==> config.mk <==
export PLATFORM = sky130hd
export DESIGN_NAME = input_conditioner
export DESIGN_NICKNAME = d
export VERILOG_FILES = /design/src/rtl/input_cond_pkg.sv /design/src/rtl/debounce_bit.sv /design/src/rtl/input_conditioner.sv
export SDC_FILE = /design/constraint.sdc
export NUM_CORES = 1
export LEC_CHECK = 0
export CAP_MARGIN = 20
export CORE_MARGIN = 2
export CORE_UTILIZATION = 25
export CTS_CLUSTER_DIAMETER = 200
export DETAILED_ROUTE_END_ITERATION = 10
export GPL_ROUTABILITY_DRIVEN = 0
export SLEW_MARGIN = 20
export SYNTH_ARGS = -nofsm -noshare
export SYNTH_HDL_FRONTEND = slang
export SYNTH_HIERARCHICAL = 1
export SYNTH_SLANG_ARGS = --single-unit
==> constraint.sdc <==
create_clock -name clk -period 13.2 [get_ports clk]
set_clock_uncertainty 0.1 [all_clocks]
set_input_delay 1.32 -clock clk [delete_from_list [all_inputs] [get_ports clk]]
set_output_delay 1.32 -clock clk [all_outputs]
set_load 0.005 [all_outputs]
==> src/rtl/input_cond_pkg.sv <==
// Shared constants and sizing helpers for the DE2-115 KEY/SW input conditioner.
package input_cond_pkg;

    localparam int TICK_CYCLES_100M = 100000;
    localparam int STABLE_TICKS_DEF = 10;
    localparam int SYNC_STAGES_DEF  = 2;

    // Width of a counter that must hold the values 0..n-1 (never narrower than 1 bit).
    function automatic int cnt_width(input int n);
        if (n <= 2) begin
            return 1;
        end
        return $clog2(n);
    endfunction

endpackage

==> src/rtl/debounce_bit.sv <==
// One input bit: synchroniser chain, tick-qualified stability counter and stable
// output register, with registered rise/fall pulses aligned to the output update.
module debounce_bit
    import input_cond_pkg::*;
#(
    parameter int SYNC_STAGES  = SYNC_STAGES_DEF,
    parameter int STABLE_TICKS = STABLE_TICKS_DEF,
    parameter bit RESET_LEVEL  = 1'b0
) (
    input  logic clk,
    input  logic reset_n,
    input  logic raw_i,
    input  logic tick_i,
    output logic q_o,
    output logic accept_o,
    output logic rise_o,
    output logic fall_o
);

    localparam int            CW     = cnt_width(STABLE_TICKS);
    localparam logic [CW-1:0] C_LAST = CW'(STABLE_TICKS - 1);

    logic [SYNC_STAGES-1:0] sync_q;
    logic                   s;
    logic                   q_q, q_d;
    logic [CW-1:0]          cnt_q, cnt_d;
    logic                   rise_q, rise_d;
    logic                   fall_q, fall_d;
    logic                   accept;

    assign s = sync_q[SYNC_STAGES-1];

    always_ff @(posedge clk or negedge reset_n) begin
        if (!reset_n) begin
            sync_q <= {SYNC_STAGES{RESET_LEVEL}};
        end else begin
            sync_q <= {sync_q[SYNC_STAGES-2:0], raw_i};
        end
    end

    // Any cycle where the synchronised level matches the output discards progress.
    always_comb begin
        q_d    = q_q;
        cnt_d  = cnt_q;
        rise_d = 1'b0;
        fall_d = 1'b0;
        accept = 1'b0;
        if (s == q_q) begin
            cnt_d = '0;
        end else if (tick_i) begin
            if (cnt_q == C_LAST) begin
                accept = 1'b1;
                q_d    = s;
                cnt_d  = '0;
                rise_d = s;
                fall_d = ~s;
            end else begin
                cnt_d = cnt_q + 1'b1;
            end
        end
    end

    always_ff @(posedge clk or negedge reset_n) begin
        if (!reset_n) begin
            q_q    <= RESET_LEVEL;
            cnt_q  <= '0;
            rise_q <= 1'b0;
            fall_q <= 1'b0;
        end else begin
            q_q    <= q_d;
            cnt_q  <= cnt_d;
            rise_q <= rise_d;
            fall_q <= fall_d;
        end
    end

    assign q_o      = q_q;
    assign accept_o = accept;
    assign rise_o   = rise_q;
    assign fall_o   = fall_q;

endmodule

==> src/rtl/input_conditioner.sv <==
// Debounces DE2-115 KEY/SW pins for the button and switch PIOs, with press/change pulses.
// Build option INPUT_COND_AUTOREPEAT_EN adds per-key hold counters for auto-repeat presses.
module input_conditioner
    import input_cond_pkg::*;
#(
    parameter int N_KEY        = 4,
    parameter int N_SW         = 18,
    parameter int SYNC_STAGES  = SYNC_STAGES_DEF,
    parameter int TICK_CYCLES  = TICK_CYCLES_100M,
    parameter int STABLE_TICKS = STABLE_TICKS_DEF,
    parameter int REPEAT_DELAY = 500,
    parameter int REPEAT_RATE  = 100
) (
    input  logic             clk,
    input  logic             reset_n,
    input  logic [N_KEY-1:0] key_raw_i,
    input  logic [N_SW-1:0]  sw_raw_i,
    output logic [N_KEY-1:0] key_o,
    output logic [N_SW-1:0]  sw_o,
    output logic [N_KEY-1:0] key_press_o,
    output logic [N_SW-1:0]  sw_change_o,
    output logic             tick_o
);

    if (SYNC_STAGES < 2 || STABLE_TICKS < 2 || TICK_CYCLES < 2) begin : g_bad_cfg
        $error("input_conditioner: SYNC_STAGES, STABLE_TICKS and TICK_CYCLES must be >= 2");
    end
    if (REPEAT_RATE < 1 || REPEAT_RATE > REPEAT_DELAY) begin : g_bad_repeat
        $error("input_conditioner: REPEAT_RATE must be in 1..REPEAT_DELAY");
    end

    localparam int            PW     = cnt_width(TICK_CYCLES);
    localparam logic [PW-1:0] P_LAST = PW'(TICK_CYCLES - 1);

    logic [PW-1:0]    presc_q, presc_d;
    logic             tick;
    logic [N_KEY-1:0] key_acc, key_rise, key_fall;
    logic [N_SW-1:0]  sw_acc, sw_rise, sw_fall;
    logic             unused_bits;

    assign tick = (presc_q == P_LAST);

    always_comb begin
        presc_d = presc_q + 1'b1;
        if (tick) begin
            presc_d = '0;
        end
    end

    always_ff @(posedge clk or negedge reset_n) begin
        if (!reset_n) begin
            presc_q <= '0;
        end else begin
            presc_q <= presc_d;
        end
    end

    assign tick_o = tick;

    for (genvar i = 0; i < N_KEY; i++) begin : g_key
        debounce_bit #(
            .SYNC_STAGES  (SYNC_STAGES),
            .STABLE_TICKS (STABLE_TICKS),
            .RESET_LEVEL  (1'b1)
        ) u_db (
            .clk      (clk),
            .reset_n  (reset_n),
            .raw_i    (key_raw_i[i]),
            .tick_i   (tick),
            .q_o      (key_o[i]),
            .accept_o (key_acc[i]),
            .rise_o   (key_rise[i]),
            .fall_o   (key_fall[i])
        );
    end

    for (genvar i = 0; i < N_SW; i++) begin : g_sw
        debounce_bit #(
            .SYNC_STAGES  (SYNC_STAGES),
            .STABLE_TICKS (STABLE_TICKS),
            .RESET_LEVEL  (1'b0)
        ) u_db (
            .clk      (clk),
            .reset_n  (reset_n),
            .raw_i    (sw_raw_i[i]),
            .tick_i   (tick),
            .q_o      (sw_o[i]),
            .accept_o (sw_acc[i]),
            .rise_o   (sw_rise[i]),
            .fall_o   (sw_fall[i])
        );
    end

    assign sw_change_o = sw_rise | sw_fall;

`ifdef INPUT_COND_AUTOREPEAT_EN
    localparam int            HW       = cnt_width(REPEAT_DELAY + 1);
    localparam logic [HW-1:0] H_FIRE   = HW'(REPEAT_DELAY - 1);
    localparam logic [HW-1:0] H_RELOAD = HW'(REPEAT_DELAY - REPEAT_RATE);

    logic [N_KEY-1:0][HW-1:0] hold_q, hold_d;
    logic [N_KEY-1:0]         rep_q, rep_d;

    // Reloading to DELAY-RATE after each repeat makes later repeats REPEAT_RATE ticks apart.
    // A release accepted on this tick clears the counter without firing.
    always_comb begin
        hold_d = hold_q;
        rep_d  = '0;
        for (int i = 0; i < N_KEY; i++) begin
            if (key_o[i] || key_acc[i]) begin
                hold_d[i] = '0;
            end else if (tick) begin
                if (hold_q[i] == H_FIRE) begin
                    rep_d[i]  = 1'b1;
                    hold_d[i] = H_RELOAD;
                end else begin
                    hold_d[i] = hold_q[i] + 1'b1;
                end
            end
        end
    end

    always_ff @(posedge clk or negedge reset_n) begin
        if (!reset_n) begin
            hold_q <= '0;
            rep_q  <= '0;
        end else begin
            hold_q <= hold_d;
            rep_q  <= rep_d;
        end
    end

    assign key_press_o = key_fall | rep_q;
`else
    assign key_press_o = key_fall;
`endif

    assign unused_bits = ^{key_acc, key_rise, sw_acc};

endmodule

# Yosys cells after proc, flatten, opt, wreduce, memory -nomap -nowiden
# Index checks and enable logic that the tools add are counted.
# W data, S select, Z words.
[totals]
regBits = 211
inputBits = 24
out_inout_bits = 45
wordCells = 451
[op_classes]
add_sub_neg = 23
n_eq_ne = 45
mux = 187
n_bitwise = 45
reduce_logical = 44
[op_table]
columns = ["op", "n"]
rows = [
  ["$mux W4", 66],
  ["$mux W1", 120],
  ["$add A4 B1 Y4 const B", 22],
  ["$eq A4 B4 Y1 const B", 22],
  ["$reduce_and A3 Y1", 22],
  ["$not A1 Y1", 44],
  ["$reduce_bool A2 Y1", 22],
  ["$eq A1 B1 Y1", 22],
  ["$or A18 B18 Y18", 1],
  ["$add A17 B1 Y17 const B", 1],
  ["$eq A17 B17 Y1 const B", 1],
  ["$mux W17", 1],
]

# Longest topological paths before layout
# Gate-level depths: netlist of run 1.
[depth]
ltp_word = 4
ltp_mapped = 7
depth_no_buf = 7

# Hierarchy
# The synthesis of run 1 kept the hierarchy.
[modules_own_cells]
columns = ["mod", "n_inst", "cells_per_inst", "area_per_inst_um2", "seq_area_each_um2"]
rows = [
  ["debounce_bit (g_sw[0].u_db ...)", 18, 31, 379.1, 225.2],
  ["debounce_bit (g_key[0].u_db ...)", 4, 31, 382.9, 229.0],
  ["input_conditioner", 1, 93, 910.9, 425.4],
]

# Least setup slack after synthesis of run 1
# Ideal clock, no wire load.
[synth_path]
kind = "reg-to-output"
startpoint = "reg presc_q[11]"
endpoint = "out tick_o"
arrival_time_ns = 4.295
required_time_ns = 11.780
setup_slack_ns = 7.485
stages_incl_launch_ff = 4
path_buffers = 0
cell_sequence = "dfrtp_1 -> or4_1 -> or4_4 -> nor4_4"
[synth_between]
elab_chain_len = 1
[synth_rtl]
columns = ["element", "line_no", "text"]
rows = [
  ["start: declaration", "input_conditioner.sv:35", "logic [PW-1:0] presc_q, presc_d;"],
  ["start signal: assignment", "input_conditioner.sv:54", "presc_q <= presc_d;"],
  ["$eq A17 B17 Y1", "input_conditioner.sv:41", "assign tick = (presc_q == P_LAST);"],
  ["end: declaration", "input_conditioner.sv:22", "output logic tick_o"],
]
# No other way between the ends.

# Worst setup path after layout of run 1
# Ends and elaborated chain as after synthesis.

==> results of run 1 <==
-- worst max path at each step --
stage	endpoint	start	cells after the start
detailed placement	g_sw[1].u_db/q_o$_DFFE_PN0P_	presc_q[11]$_DFF_PN0_	8
global route	tick_o	presc_q[11]$_DFF_PN0_	4
CTS	tick_o	presc_q[11]$_DFF_PN0_	4
finish	tick_o	presc_q[11]$_DFF_PN0_	4
floorplan	tick_o	presc_q[11]$_DFF_PN0_	3
global placement	g_sw[17].u_db/q_o$_DFFE_PN0P_	presc_q[11]$_DFF_PN0_	8
-- layout make-up --
class                           instances  area (um^2)
Clock inverter                          9          149
Fill cell                            3534        24400
Clock buffer                           36          757
Inverter                                1         3.75
Sequential cell                       211         5300
Multi-Input combinational cell        531         3750
Tap cell                              461          577
Timing Repair Buffer                   72          716
-- layer usage --
layer,up-vias,global-route usage (%),share of wire [%]
met2,68,13.4,45
li1,2771,-,-
met3,31,2.55,5.0
met5,-,0,0
met1,2712,11.1,47
met4,0,2.56,2.9
-- worst max-delay path: stages, from the launching register on --
cell and delay, ns:
dfrtp_1 0.43, or4_1 0.56, or4_4 0.44, nor4_4 0.16, clkdlybuf4s50_1 0.58
-- stage by stage --
step	setup slack, ns	instance area (um^2)
after floorplan	7.48	9050
after global placement	9.37	10300
after detailed placement	9.31	10300
after CTS	9.01	11200
after global routing	8.96	11200
final	9.09	11200
-- power by group through the flow --
stage / combinational (uW) / clock [uW] / sequential [uW]
final: 26.6 / 736 / 660
after global routing: 30.9 / 799 / 660
after CTS: 28.4 / 770 / 660
after detailed placement: 28.4 / 0 / 671
after global placement: 28.4 / 0 / 671
after floorplan: 5.74 / 0 / 670
-- registers in the layout, indices dropped and copies added, names as in the netlist --
| name | cells |
|---|---|
| g_key.u_db/cnt_q | 16 |
| g_key.u_db/fall_o | 4 |
| g_key.u_db/q_o | 4 |
| g_key.u_db/sync_q | 8 |
| g_sw.u_db/cnt_q | 72 |
| g_sw.u_db/fall_o | 18 |
| g_sw.u_db/q_o | 18 |
| g_sw.u_db/rise_o | 18 |
| g_sw.u_db/sync_q | 36 |
| presc_q | 17 |
-- layout by cell type, fill, tap and decap left out --
cell type and instances:
and4b_1 22, inv_1 1, mux2_4 22, nand2_1 30, buf_4 4, nand2_2 22
nor2_1 53, xor2_1 27, clkbuf_1 2, dfrtp_1 199, buf_8 1, and4_1 2
clkbuf_8 9, or4_1 2, bufinv_16 4, nand3_1 26, dfstp_2 12, or2_2 18
or3_4 22, clkbuf_16 25, a21oi_1 45, nor3b_1 40, nor4_1 1, or3b_1 22
ha_1 1, clkdlybuf4s50_1 67, o31ai_1 1, or3_1 1, or4_4 1, and2b_2 22
nor4_4 1, nor3_1 4, clkinv_2 4, xnor2_1 53, nor2b_1 23, nand4_1 4
clkinv_4 1, nand2b_1 22, o21ai_0 44
==> flow_summary.yaml, run 1 <==
timing:
  slew_violations: 0
  fin_crit_sh_pct: 31.1
  tightest_slew_ns: 0.841
  finalHoldWorstSlack_ns: 0.246
  rsz0062_at_grt: "false"
  setup_viol: 0
  setup_tns_ns: 0
  max_freq_mhz: 243
  relSlewSlack_pct: 43.9
  hold_viol: 0
  finalWorstPathRequiredPeriod_ns: 4.11
worst_setup_path:
  crit_fanout: 6
  cp-end-kind: "output pin"
  criticalPathCategory: "flip-flop to output pin"
  startpoint_type: "flip-flop"
  r2r_end: "g_sw[17].u_db/q_o$_DFFE_PN0P_"
  cp.arrival_ns: 2.69
  rrSetupSlack_ns: 9.37
  r2r-start: "presc_q[11]$_DFF_PN0_"
  reg2regPathDepth: 8
  required_ns: 11.78
placed_design:
  hpwl_um: 9700
  dp.cells: 1276
  numPortBuffers: 68
clock_tree:
  clock_latency_ns: 0.52
  cts-resized-gates: 0
  cts_buffer_depth: 3
  h-tree-depth: 1
  root_buffer: "clkbuf_16"
  hold_buffers: 0
  cts_tree: "yes"
  clkTransAtPathRegs_ns: 0.06
  cts_buffers: 25
  post_cts_buffers: 0
  clkSinkCount: 211
floorplan:
  row_count: 69
  io_pins: 69
  initial_core_util_pct: 25.4
  die_area_mm2: 0.0378
  die_w_um: 194
  die_height_um: 194
  core_mm2: 0.0357
job:
  drv_cap: 0
global_route:
  grt_pass1_vias: 5553
  grt-ovfl-total: 0
  grt_pass1_wl_um: 27000
  grt_max_degree: 85
  grtUsageTotal_pct: 8.43
  antenna_found_initial: 0
finish:
  layout-drive-gt1-share_pct: 19.5
  instances_no_fill: 1321
  antenna_cells: 0
  nets: 867
  area_growth_syn_to_layout_pct: 24.2
  fin_util_pct: 31.5
min_path:
  min_from: "g_sw[9].u_db/sync_q[0]$_DFF_PN0_"
  hold_path.class: "flip-flop to flip-flop"
  hold_path_depth: 0
  holdPathEnd: "g_sw[9].u_db/sync_q[1]$_DFF_PN0_"
pwr:
  peakVddDrop_v: 0.0000826
  power.leakage_uw: 0.00481
  pwr-share-comb_pct: 1.9
  intPower_uw: 1140
  seq_power_share_pct: 46.4
  clkPwrFrac_pct: 51.7
  power_switching_uw: 285
  switching_share_pct: 20.0
  power_uw: 1420
  power_density_mw_per_mm2: 127
synth:
  synthesis.area_mm2: 0.00905
  synth_cells: 745
  syn_avg_cell_area_um2: 12.2
  syn-num-nets: 770
  yosysWarnings: 6
status:
  violations: "DRC"
  status: "complete, but fails checks"
routing:
  drc_errors: 4
  avgRoutedWirePerCell_um: 11.6
  ant_nets: 0
  first_pass_iters: 7
  vias: 5582
  drt_iter0_drc: 199
  viasPerCell: 4.23
  drt_wl_total_um: 15300
(Power assumes the default switching activity.)
==> run 2: changes to the inputs <==
Clock period 13.2 ns to 4.3 ns, I/O delays scaled along.
==> run 2 against run 1 <==
Effect of this change:
- the run still ends with DRC left
- critical path type unchanged
- combinational power grew to 3.2 times the previous value
- global-route usage shrank 0.11 points
- flip-flop and latch count is the same
- routed wire length shrank 0.10%
- hold slack lost 0.033 ns
==> flow_summary.yaml, run 2 (synthesis results as in run 1) <==
timing:
  finalWorstSetupSlack_ns: 0.610
  finalWorstPathRequiredPeriod_ns: 3.69
  fin_crit_sh_pct: 85.8
  relSlewSlack_pct: 45.3
  hold_viol: 0
  tightest_slew_ns: 0.820
  rsz0062_at_grt: "false"
  max_freq_mhz: 271
  setup_viol: 0
  slew_violations: 0
clock_tree:
  cts_buffers: 26
  hold_buffers: 1
  cts_tree: "yes"
  root_buffer: "clkbuf_16"
  clkTransAtPathRegs_ns: 0.06
  cts-resized-gates: 0
  cts_buffer_depth: 3
  h-tree-depth: 1
  clkSinkCount: 211
  post_cts_buffers: 0
  clock_latency_ns: 0.54
status:
  status: "complete, but fails checks"
  violations: "DRC"
pwr:
  clkPwrFrac_pct: 51.3
  intPower_uw: 3430
  pwr-share-comb_pct: 2.0
  switching_share_pct: 20.8
  power.leakage_uw: 0.00481
  peakVddDrop_v: 0.000275
  power_density_mw_per_mm2: 384
  power_switching_uw: 902
  seq_power_share_pct: 46.8
global_route:
  grt_max_degree: 105
  antenna_found_initial: 0
  grt-ovfl-total: 0
  grt_pass1_vias: 5478
  grtUsageTotal_pct: 8.32
  grt_pass1_wl_um: 26600
floorplan:
  io_pins: 69
  die_w_um: 194
  die_height_um: 194
  row_count: 69
  core_mm2: 0.0357
  initial_core_util_pct: 25.4
  die_area_mm2: 0.0378
worst_setup_path:
  cp.arrival_ns: 3.16
  criticalPathCategory: "flip-flop to output pin"
  crit_fanout: 49
  cp_slowest_cell: "clkdlybuf4s50_1"
  cp-end-kind: "output pin"
  required_ns: 3.77
  crit_chain: "or4_1 > or4_4 > nor4_4 > buf_12 > clkdlybuf4s50_1"
  startpoint_type: "flip-flop"
  max_stage_delay_ns: 0.57
routing:
  avgRoutedWirePerCell_um: 11.6
  viasPerCell: 4.24
  drt_iter0_drc: 242
  vias: 5620
  first_pass_iters: 9
  drt_wl_total_um: 15300
  drc_errors: 3
  ant_nets: 0
placed_design:
  pre_cts_ws_ns: 1.18
  hpwl_um: 9650
  dp.cells: 1276
  numPortBuffers: 68
  placed_area_mm2: 0.0104
finish:
  nets: 869
  layout-drive-gt1-share_pct: 19.7
  fin_util_pct: 31.7
  area_growth_syn_to_layout_pct: 24.7
  largest_reg_flops: 72
  reg_top3: "g_sw.u_db/cnt_q x72, g_sw.u_db/sync_q x36"
  fillers: 3554
  instances_no_fill: 1324
  antenna_cells: 0
  top_register: "g_sw.u_db/cnt_q"
  layout_commonest_cell: "dfrtp_1"
  design_area_mm2: 0.0113
  final_cell_mix: "199 x dfrtp_1, 67 x clkdlybuf4s50_1, 53 x xnor2_1, 53 x nor2_1, 45 x a21oi_1"
job:
  drv_cap: 0
min_path:
  hold_path.class: "input port to flip-flop"
run 2: metal layers:
layer  routed length [um]  part of all wire [%]  vias up  GRT usage, %
met2                 7010                    46       65          13.3
met3                  643                   4.2       37          1.61
met1                 7130                    47     2742          10.8
met5                    0                     0        -             0
met4                  528                   3.4        0          4.10
li1                     -                     -     2776             -
run 2: path summary, 6_finish.rpt:
check / to / slack, ns / startpoint / cells past startpoint
max: tick_o / 0.61 / presc_q[11]$_DFF_PN0_ / 5
min: g_key[0].u_db/sync_q[0]$_DFF_PN1_ / 0.21 / key_raw_i[0] / 1
max reg2reg: g_sw[4].u_db/q_o$_DFFE_PN0P_ / 1.25 / presc_q[11]$_DFF_PN0_ / 7
min reg2reg: g_sw[9].u_db/sync_q[1]$_DFF_PN0_ / 0.25 / g_sw[9].u_db/sync_q[0]$_DFF_PN0_ / 0
max in group asynchronous: g_key[1].u_db/q_o$_DFFE_PN1P_ / 2.69 / reset_n / 3
min in group asynchronous: g_sw[3].u_db/sync_q[0]$_DFF_PN0_ / 0.42 / reset_n / 2
run 2: power by group through the flow:
stage / sequential [uW] / clock, uW / combinational, uW
after floorplan: 2060 / 0 / 17.6
after global placement: 2060 / 0 / 88.5
after detailed placement: 2060 / 0 / 89.1
after CTS: 2030 / 2330 / 90.3
after global routing: 2030 / 2410 / 98.2
final: 2030 / 2220 / 84.5
run 2: per-stage QoR:
step | power (uW) | setup TNS [ns] | hold slack (ns)
6_report | 4330 | 0 | 0.212
3_5_place_dp | 2150 | 0 | 0.235
2_1_floorplan | 2080 | -131.20 | 0.0344
5_1_grt | 4540 | 0 | 0.186
3_3_place_gp | 2150 | 0 | 0.232
4_1_cts | 4440 | 0 | 0.179
run 2: critical path, delay by kind of cell (launching register included):
| kind | cells | cell delay, ns |
|---|---|---|
| simple gates | 3 | 1.27 |
| flops | 1 | 0.43 |
| buf+inv | 2 | 0.88 |
run 2: layout make-up:
class / count / area, um^2 / share of cell area [%]
clock buffer: 34 / 701 / 6.21
clock inverter: 13 / 183 / 1.62
inverter: 1 / 3.75 / 0.0333
multi-input combinational: 531 / 3770 / 33.4
sequential: 211 / 5300 / 46.9
tap: 461 / 577 / 5.11
timing repair buffer: 73 / 763 / 6.76
